## config.mk

```make
export PLATFORM = sky130hd
export DESIGN_NAME = divider_scheduler_flat
export DESIGN_NICKNAME = d
export VERILOG_FILES = /design/src/rtl/divider_scheduler_if.sv /design/src/rtl/divider_scheduler.sv /design/src/flat_wrapper.sv
export SDC_FILE = /design/constraint.sdc
export NUM_CORES = 1
export LEC_CHECK = 0
export ABC_AREA = 1
export CORE_MARGIN = 1
export CORE_UTILIZATION = 35
export DETAILED_ROUTE_END_ITERATION = 6
export HOLD_SLACK_MARGIN = 0.12
export REMOVE_ABC_BUFFERS = 1
export SLEW_MARGIN = 20
export SYNTH_ARGS = -nofsm -noshare
export SYNTH_HDL_FRONTEND = slang
export SYNTH_SLANG_ARGS = --single-unit
```

## constraint.sdc

```tcl
create_clock -name clock_in -period 7.1 [get_ports clock_in]
set_clock_uncertainty 0.15 [all_clocks]
set_input_delay 1.065 -clock clock_in [delete_from_list [all_inputs] [get_ports clock_in]]
set_output_delay 1.065 -clock clock_in [all_outputs]
set_load 0.02 [all_outputs]
```

## src/rtl/divider_scheduler_if.sv

```systemverilog
// Request/response bundle between the application timers (master) and
// divider_scheduler (slave).
interface divider_scheduler_if #(
  parameter int NUM_REQ = 4,
  parameter int CNT_W   = 28,
  parameter int PER_W   = 8
);
  logic [NUM_REQ-1:0]       req;
  logic [NUM_REQ*CNT_W-1:0] div_value;
  logic [NUM_REQ*PER_W-1:0] per_count;
  logic [NUM_REQ-1:0]       grant;
  logic                     busy;
  logic                     clock_out;
  logic                     tick_out;
  logic [NUM_REQ-1:0]       done;

  modport master (
    output req, div_value, per_count,
    input  grant, busy, clock_out, tick_out, done
  );

  modport slave (
    input  req, div_value, per_count,
    output grant, busy, clock_out, tick_out, done
  );
endinterface

```

## src/rtl/divider_scheduler.sv

```systemverilog
// Round-robin scheduler sharing one programmable clock divider among NUM_REQ requesters.
// Optional owner-abort during RUN is enabled by defining DIVSCHED_ABORT_EN.

// Per-requester slice: ratio clamp plus grant/done decode for this lane.
module divider_scheduler_lane #(
  parameter int CNT_W = 28
) (
  input  logic [CNT_W-1:0] div_raw,
  input  logic             own,
  input  logic             active,
  input  logic             fin,
  output logic [CNT_W-1:0] div_clamp,
  output logic             grant_bit,
  output logic             done_bit
);
  assign div_clamp = (div_raw < CNT_W'(2)) ? CNT_W'(2) : div_raw;
  assign grant_bit = own & active;
  assign done_bit  = own & fin;
endmodule

module divider_scheduler #(
  parameter int NUM_REQ = 4,
  parameter int CNT_W   = 28,
  parameter int PER_W   = 8
) (
  input  logic                clock_in,
  input  logic                reset_n,
  divider_scheduler_if.slave  bus
);
  localparam int PTR_W = $clog2(NUM_REQ);

  typedef enum logic [1:0] {S_IDLE, S_LOAD, S_RUN, S_DONE} state_t;

  state_t                         state, state_nxt;
  logic [PTR_W-1:0]               last_ptr, win_idx;
  logic                           win_found;
  logic [CNT_W-1:0]               div_r, cnt, half;
  logic [PER_W-1:0]               rem_r;
  logic [NUM_REQ-1:0][CNT_W-1:0]  div_a, div_cl;
  logic [NUM_REQ-1:0][PER_W-1:0]  per_a;
  logic [NUM_REQ-1:0]             grant_v, done_v;
  logic                           wrap, last_wrap, abort, run_ok;
  logic                           busy_c, active_c, fin_c;
  logic                           clock_out_q, tick_out_q;

  assign div_a = bus.div_value;
  assign per_a = bus.per_count;

  for (genvar i = 0; i < NUM_REQ; i++) begin : g_lane
    divider_scheduler_lane #(.CNT_W(CNT_W)) u_lane (
      .div_raw   (div_a[i]),
      .own       (last_ptr == PTR_W'(i)),
      .active    (active_c),
      .fin       (fin_c),
      .div_clamp (div_cl[i]),
      .grant_bit (grant_v[i]),
      .done_bit  (done_v[i])
    );
  end

  // Round-robin pick: first requesting lane after last_ptr, wrapping.
  always_comb begin : arb_p
    int j;
    j         = 0;
    win_found = 1'b0;
    win_idx   = '0;
    for (int k = 1; k <= NUM_REQ; k++) begin
      j = int'(last_ptr) + k;
      if (j >= NUM_REQ) j = j - NUM_REQ;
      if (!win_found && bus.req[PTR_W'(j)]) begin
        win_found = 1'b1;
        win_idx   = PTR_W'(j);
      end
    end
  end

  assign half      = div_r >> 1;
  assign wrap      = (cnt == div_r - CNT_W'(1));
  assign last_wrap = wrap && (rem_r == PER_W'(1));

`ifdef DIVSCHED_ABORT_EN
  assign abort = (state == S_RUN) && !bus.req[last_ptr];
`else
  assign abort = 1'b0;
`endif

  assign run_ok = (state == S_RUN) && !abort;

  // FSM: state register
  always_ff @(posedge clock_in or negedge reset_n) begin
    if (!reset_n) state <= S_IDLE;
    else          state <= state_nxt;
  end

  // FSM: next state
  always_comb begin
    state_nxt = state;
    case (state)
      S_IDLE: if (win_found) state_nxt = S_LOAD;
      S_LOAD: state_nxt = (per_a[last_ptr] == '0) ? S_DONE : S_RUN;
      S_RUN: begin
        if (abort)          state_nxt = S_IDLE;
        else if (last_wrap) state_nxt = S_DONE;
      end
      S_DONE: state_nxt = S_IDLE;
      default: state_nxt = S_IDLE;
    endcase
  end

  // FSM: outputs
  always_comb begin
    busy_c   = (state != S_IDLE);
    active_c = (state != S_IDLE);
    fin_c    = (state == S_DONE);
  end

  // last_ptr is written on entry to LOAD so the lanes can present grant in LOAD itself.
  always_ff @(posedge clock_in or negedge reset_n) begin
    if (!reset_n) begin
      last_ptr <= PTR_W'(NUM_REQ-1);
      div_r    <= '0;
      rem_r    <= '0;
      cnt      <= '0;
    end else begin
      case (state)
        S_IDLE: if (win_found) last_ptr <= win_idx;
        S_LOAD: begin
          div_r <= div_cl[last_ptr];
          rem_r <= per_a[last_ptr];
          cnt   <= '0;
        end
        S_RUN: begin
          if (abort) begin
            cnt <= '0;
          end else if (wrap) begin
            cnt   <= '0;
            rem_r <= rem_r - PER_W'(1);
          end else begin
            cnt <= cnt + CNT_W'(1);
          end
        end
        default: cnt <= '0;
      endcase
    end
  end

  // clock_out/tick_out are registered off cnt, hence one cycle behind it.
  always_ff @(posedge clock_in or negedge reset_n) begin
    if (!reset_n) begin
      clock_out_q <= 1'b0;
      tick_out_q  <= 1'b0;
    end else begin
      clock_out_q <= run_ok && (cnt < half);
      tick_out_q  <= run_ok && wrap;
    end
  end

  assign bus.grant     = grant_v;
  assign bus.done      = done_v;
  assign bus.busy      = busy_c;
  assign bus.clock_out = clock_out_q;
  assign bus.tick_out  = tick_out_q;
endmodule

```

## src/flat_wrapper.sv

```systemverilog
// flat-port wrapper written by rule: the top's interface ports become plain ports
module divider_scheduler_flat 
#(
  parameter int NUM_REQ = 4,
  parameter int CNT_W   = 28,
  parameter int PER_W   = 8
)
  (clock_in, reset_n, bus_req, bus_div_value, bus_per_count, bus_grant, bus_busy, bus_clock_out, bus_tick_out, bus_done);
  divider_scheduler_if #(.NUM_REQ(NUM_REQ), .CNT_W(CNT_W), .PER_W(PER_W)) bus_i ();
  input  logic clock_in;
  input  logic reset_n;
  input wire logic [$bits(bus_i.req)-1:0] bus_req;
  input wire logic [$bits(bus_i.div_value)-1:0] bus_div_value;
  input wire logic [$bits(bus_i.per_count)-1:0] bus_per_count;
  output wire logic [$bits(bus_i.grant)-1:0] bus_grant;
  output wire logic [$bits(bus_i.busy)-1:0] bus_busy;
  output wire logic [$bits(bus_i.clock_out)-1:0] bus_clock_out;
  output wire logic [$bits(bus_i.tick_out)-1:0] bus_tick_out;
  output wire logic [$bits(bus_i.done)-1:0] bus_done;
  assign bus_i.req = bus_req;
  assign bus_i.div_value = bus_div_value;
  assign bus_i.per_count = bus_per_count;
  assign bus_grant = bus_i.grant;
  assign bus_busy = bus_i.busy;
  assign bus_clock_out = bus_i.clock_out;
  assign bus_tick_out = bus_i.tick_out;
  assign bus_done = bus_i.done;
  divider_scheduler #(.NUM_REQ(NUM_REQ), .CNT_W(CNT_W), .PER_W(PER_W)) u_core (.clock_in(clock_in), .reset_n(reset_n), .bus(bus_i));
endmodule
```

==> results by group <==
Die
  – Die area: 21200 um2
  – Die height: 146 um
  – IO Count: 161
  – Core area: 20200 um2
  – Initial core utilization: 0.356
  – Die span in x: between 100 and 150 um
  – Row Count: 52

Worst setup path
  – CP arrival: 3.12 ns
  – Worst EP required: between 5 and 6 ns
  – CP max FO: 38
  – Startpoint Class: register
  – CP Capture Type: output port
  – Crit Path Category: reg2out

Clocking
  – Max Root-Sink Buffers: 2
  – CTS resizes: 0
  – CTS Buf Count: 9
  – Clock insertion delay at the later pin of the skew report: around 0.34 ns
  – Post-CTS setup buffers: 0
  – Hold buffers post-CTS: 0
  – Clock root cell: clkbuf_16
  – H-tree lvl count: 3
  – Reg clk slew, reported paths: approximately 0.06 ns
  – CTS tree: yes
  – CTS sink cnt: 70

Flow run
  – Number of max-cap violations: 0

Drt
  – Wire per inst: 15.4 um
  – Antenna Nets Post-Route: 0
  – Vias: 7875
  – 1st-iter DRT viols: 508
  – DRC: 0
  – Detailed Routing Iterations Pass 1: 5
  – Vias per cell: 5.06
  – Post-Route WL: 23900 um

Cells and area
  – Area grow syn2layout: 28.9%
  – Ant diodes: 0
  – Final core occ: 0.459
  – Fillers: 2091
  – Fin nets: 1472
  – Layout cells sized above 1: 0.0389

Logic synthesis
  – Yosys top cell area share: 0.236
  – Avg Cell Area, Syn: 6.25 um2
  – Synth area leaders: dfrtp_1 24%, nand2_1 16%, nor2_1 8.1%
  – Cell taking the most area after synthesis: dfrtp_1
  – Seq/Total Area, Yosys: 0.243
  – Cell Area, Synth: 7210 um2
  – Yosys reg bits: 70
  – Post-Syn Instances: 1154
  – YS warnings: 0
  – Yosys cell types: 47

Hold path
  – Worst min-delay path class: reg2reg

Global route
  – Overflow after GRT: 0
  – First-pass GRT wire length: 38100 um
  – Initial antenna violation count: 0
  – Largest net degree at the start of global routing: 95
  – Vias in the first global route: 7517
  – GRT Total Usage: 0.227

STA
  – Final worst setup slack: 2.76 ns
  – Worst Tran Pin Value: 0.923 ns
  – Final count of hold timing violations: 0
  – Final Cycle Share: 0.611
  – Final TNS setup: 0 ns
  – RSZ-0062 raised after global routing: false
  – Slew Viols, Final: 0
  – Max frequency: 230 MHz
  – Tmin final: 4.34 ns
  – Final hold slack: between 0.3 and 0.4 ns
  – Max_slew headroom: 0.384
  – Final setup fails: 0

Power
  – Pwr dens: 338 nW/um2
  – Leakage power: between 4 and 5 nW
  – Worst vdd ir: 0.154 mV

Placed design
  – Port Buf Inserts: 160
  – Pre-CTS setup slack: 3.16 ns
  – Hpwl dp: 19300 um
  – Placer Congestion: 0.894

Status
  – Status: complete, no violations
cells by family (layout without fill, tap and decap cells):
| kind of cell | after synthesis | after routing | share of synthesized area |
|---|---|---|---|
| flip-flops | 70 | 70 | 0.243 |
| multiplexers | 1 | 1 | 0.00139 |
| adder cells (fa/ha/maj) | 39 | 39 | 0.0677 |
| XOR/XNOR | 52 | 52 | 0.0642 |
| buffers and inverters | 177 | 310 | 0.0991 |
| AND/OR/NAND/NOR | 618 | 618 | 0.368 |
| AO/OA/AOI/OAI | 197 | 197 | 0.156 |
cell usage in the layout (no fill, tap or decap), types with 2 or more instances in the layout:
| cell type | synthesis | final |
|---|---|---|
| o22ai_1 | 5 | 5 |
| xnor2_1 | 18 | 18 |
| xor2_1 | 33 | 33 |
| bufinv_16 | 0 | 3 |
| a21oi_1 | 71 | 71 |
| nand3b_1 | 6 | 6 |
| nand3_1 | 64 | 64 |
| buf_4 | 9 | 6 |
| dfrtp_1 | 68 | 68 |
| a32o_1 | 6 | 6 |
| nor4_1 | 16 | 16 |
| nor2_1 | 155 | 155 |
| inv_2 | 1 | 2 |
| clkbuf_16 | 0 | 9 |
| o21ai_0 | 86 | 86 |
| a21o_1 | 2 | 2 |
| a31oi_1 | 3 | 3 |
| clkdlybuf4s50_1 | 0 | 159 |
| o211ai_1 | 2 | 2 |
| nor2_4 | 2 | 2 |
| nand2_1 | 309 | 309 |
| dfstp_2 | 2 | 2 |
| nor2_2 | 9 | 9 |
| o21bai_1 | 4 | 4 |
| nand4_1 | 24 | 24 |
| ha_1 | 39 | 39 |
| inv_1 | 126 | 126 |
| a221o_1 | 11 | 11 |
| nand3_2 | 3 | 3 |
| nand2_2 | 5 | 5 |
| nor3_1 | 18 | 18 |
| o31ai_1 | 2 | 2 |
| and3_1 | 2 | 2 |
cell type report:
type / count / area [um2] / share of cell area
multi-input cells: 907 / 4740 / 0.510
flip-flops and latches: 70 / 1750 / 0.189
repair buffers: 166 / 1640 / 0.177
inverters: 129 / 484 / 0.0521
well taps: 270 / 338 / 0.0363
clock buffers: 9 / 225 / 0.0242
clock inverters: 6 / 111 / 0.0120
Yosys cell counts, drive strengths merged:
cell,instances
nand2,315
nor2,166
inv,127
o21ai,87
a21oi,72
dfrtp,68
nand3,68
ha,39
xor2,33
clkbuf,31
nand4,24
xnor2,19
nor3,18
buf,17
nor4,16
a221o,11
a32o,6
nand3b,6
o22ai,5
o21bai,4
a31oi,3
a21o,2
and3,2
clkinv,2
dfstp,2
nor3b,2
o211ai,2
o31ai,2
a211oi,1
a21boi,1
and2,1
mux2i,1
o221ai,1
through the flow:
stage	instances	area, um2	power (mW)
2_1_floorplan	1106	6980	1.99
3_3_place_gp	1542	8960	2.60
3_5_place_dp	1542	8960	2.62
4_1_cts	1557	9300	3.14
5_1_grt	1557	9300	3.44
6_report	1557	9300	3.14
worst max-delay path, stage by stage (launching register included):
cell             delay, ns
dfstp_2               1.01
clkinv_1              0.50
buf_4                 0.38
ha_1                  0.24
inv_1                 0.05
nor2_1                0.04
clkdlybuf4s50_1       0.55
registers in the layout (all words and copies together), names as in the netlist:
| name | count |
|---|---|
| u_core.div_r | 28 |
| u_core.cnt | 28 |
| u_core.last_ptr | 2 |
| u_core.rem_r | 8 |
| u_core.state | 2 |
| u_core.bus.clock_out | 1 |
| u_core.bus.tick_out | 1 |
final timing paths:
kind	endpoint	slack [ns]	startpoint	cells after the start
min	u_core.state[0]	0.39	u_core.state[0]	2
max reg2reg	u_core.state[1]	3.75	u_core.last_ptr[1]	13
min reg2reg	u_core.state[0]	0.39	u_core.state[0]	2
max	bus_grant[0]	2.76	u_core.last_ptr[1]	6
min in group asynchronous	u_core.div_r[1]	0.79	reset_n	2
max in group asynchronous	u_core.cnt[27]	5.41	reset_n	2
layer usage:
metal,part of all wire,wire [um],up-vias,global-route usage
li1,-,-,4022,-
met1,0.47,11200,3555,0.305
met2,0.45,10900,274,0.375
met3,0.066,1570,24,0.0436
met4,0.013,323,0,0.0537
met5,0,0,-,0
power breakdown:
group / switching, mW / internal [mW] / leakage (nW)
sequential: 0.185 / 0.530 / 0.904
combinational: 1.24 / 0.669 / 3.16
clock: 0.178 / 0.341 / 0.161
(Power assumes the default switching activity.)
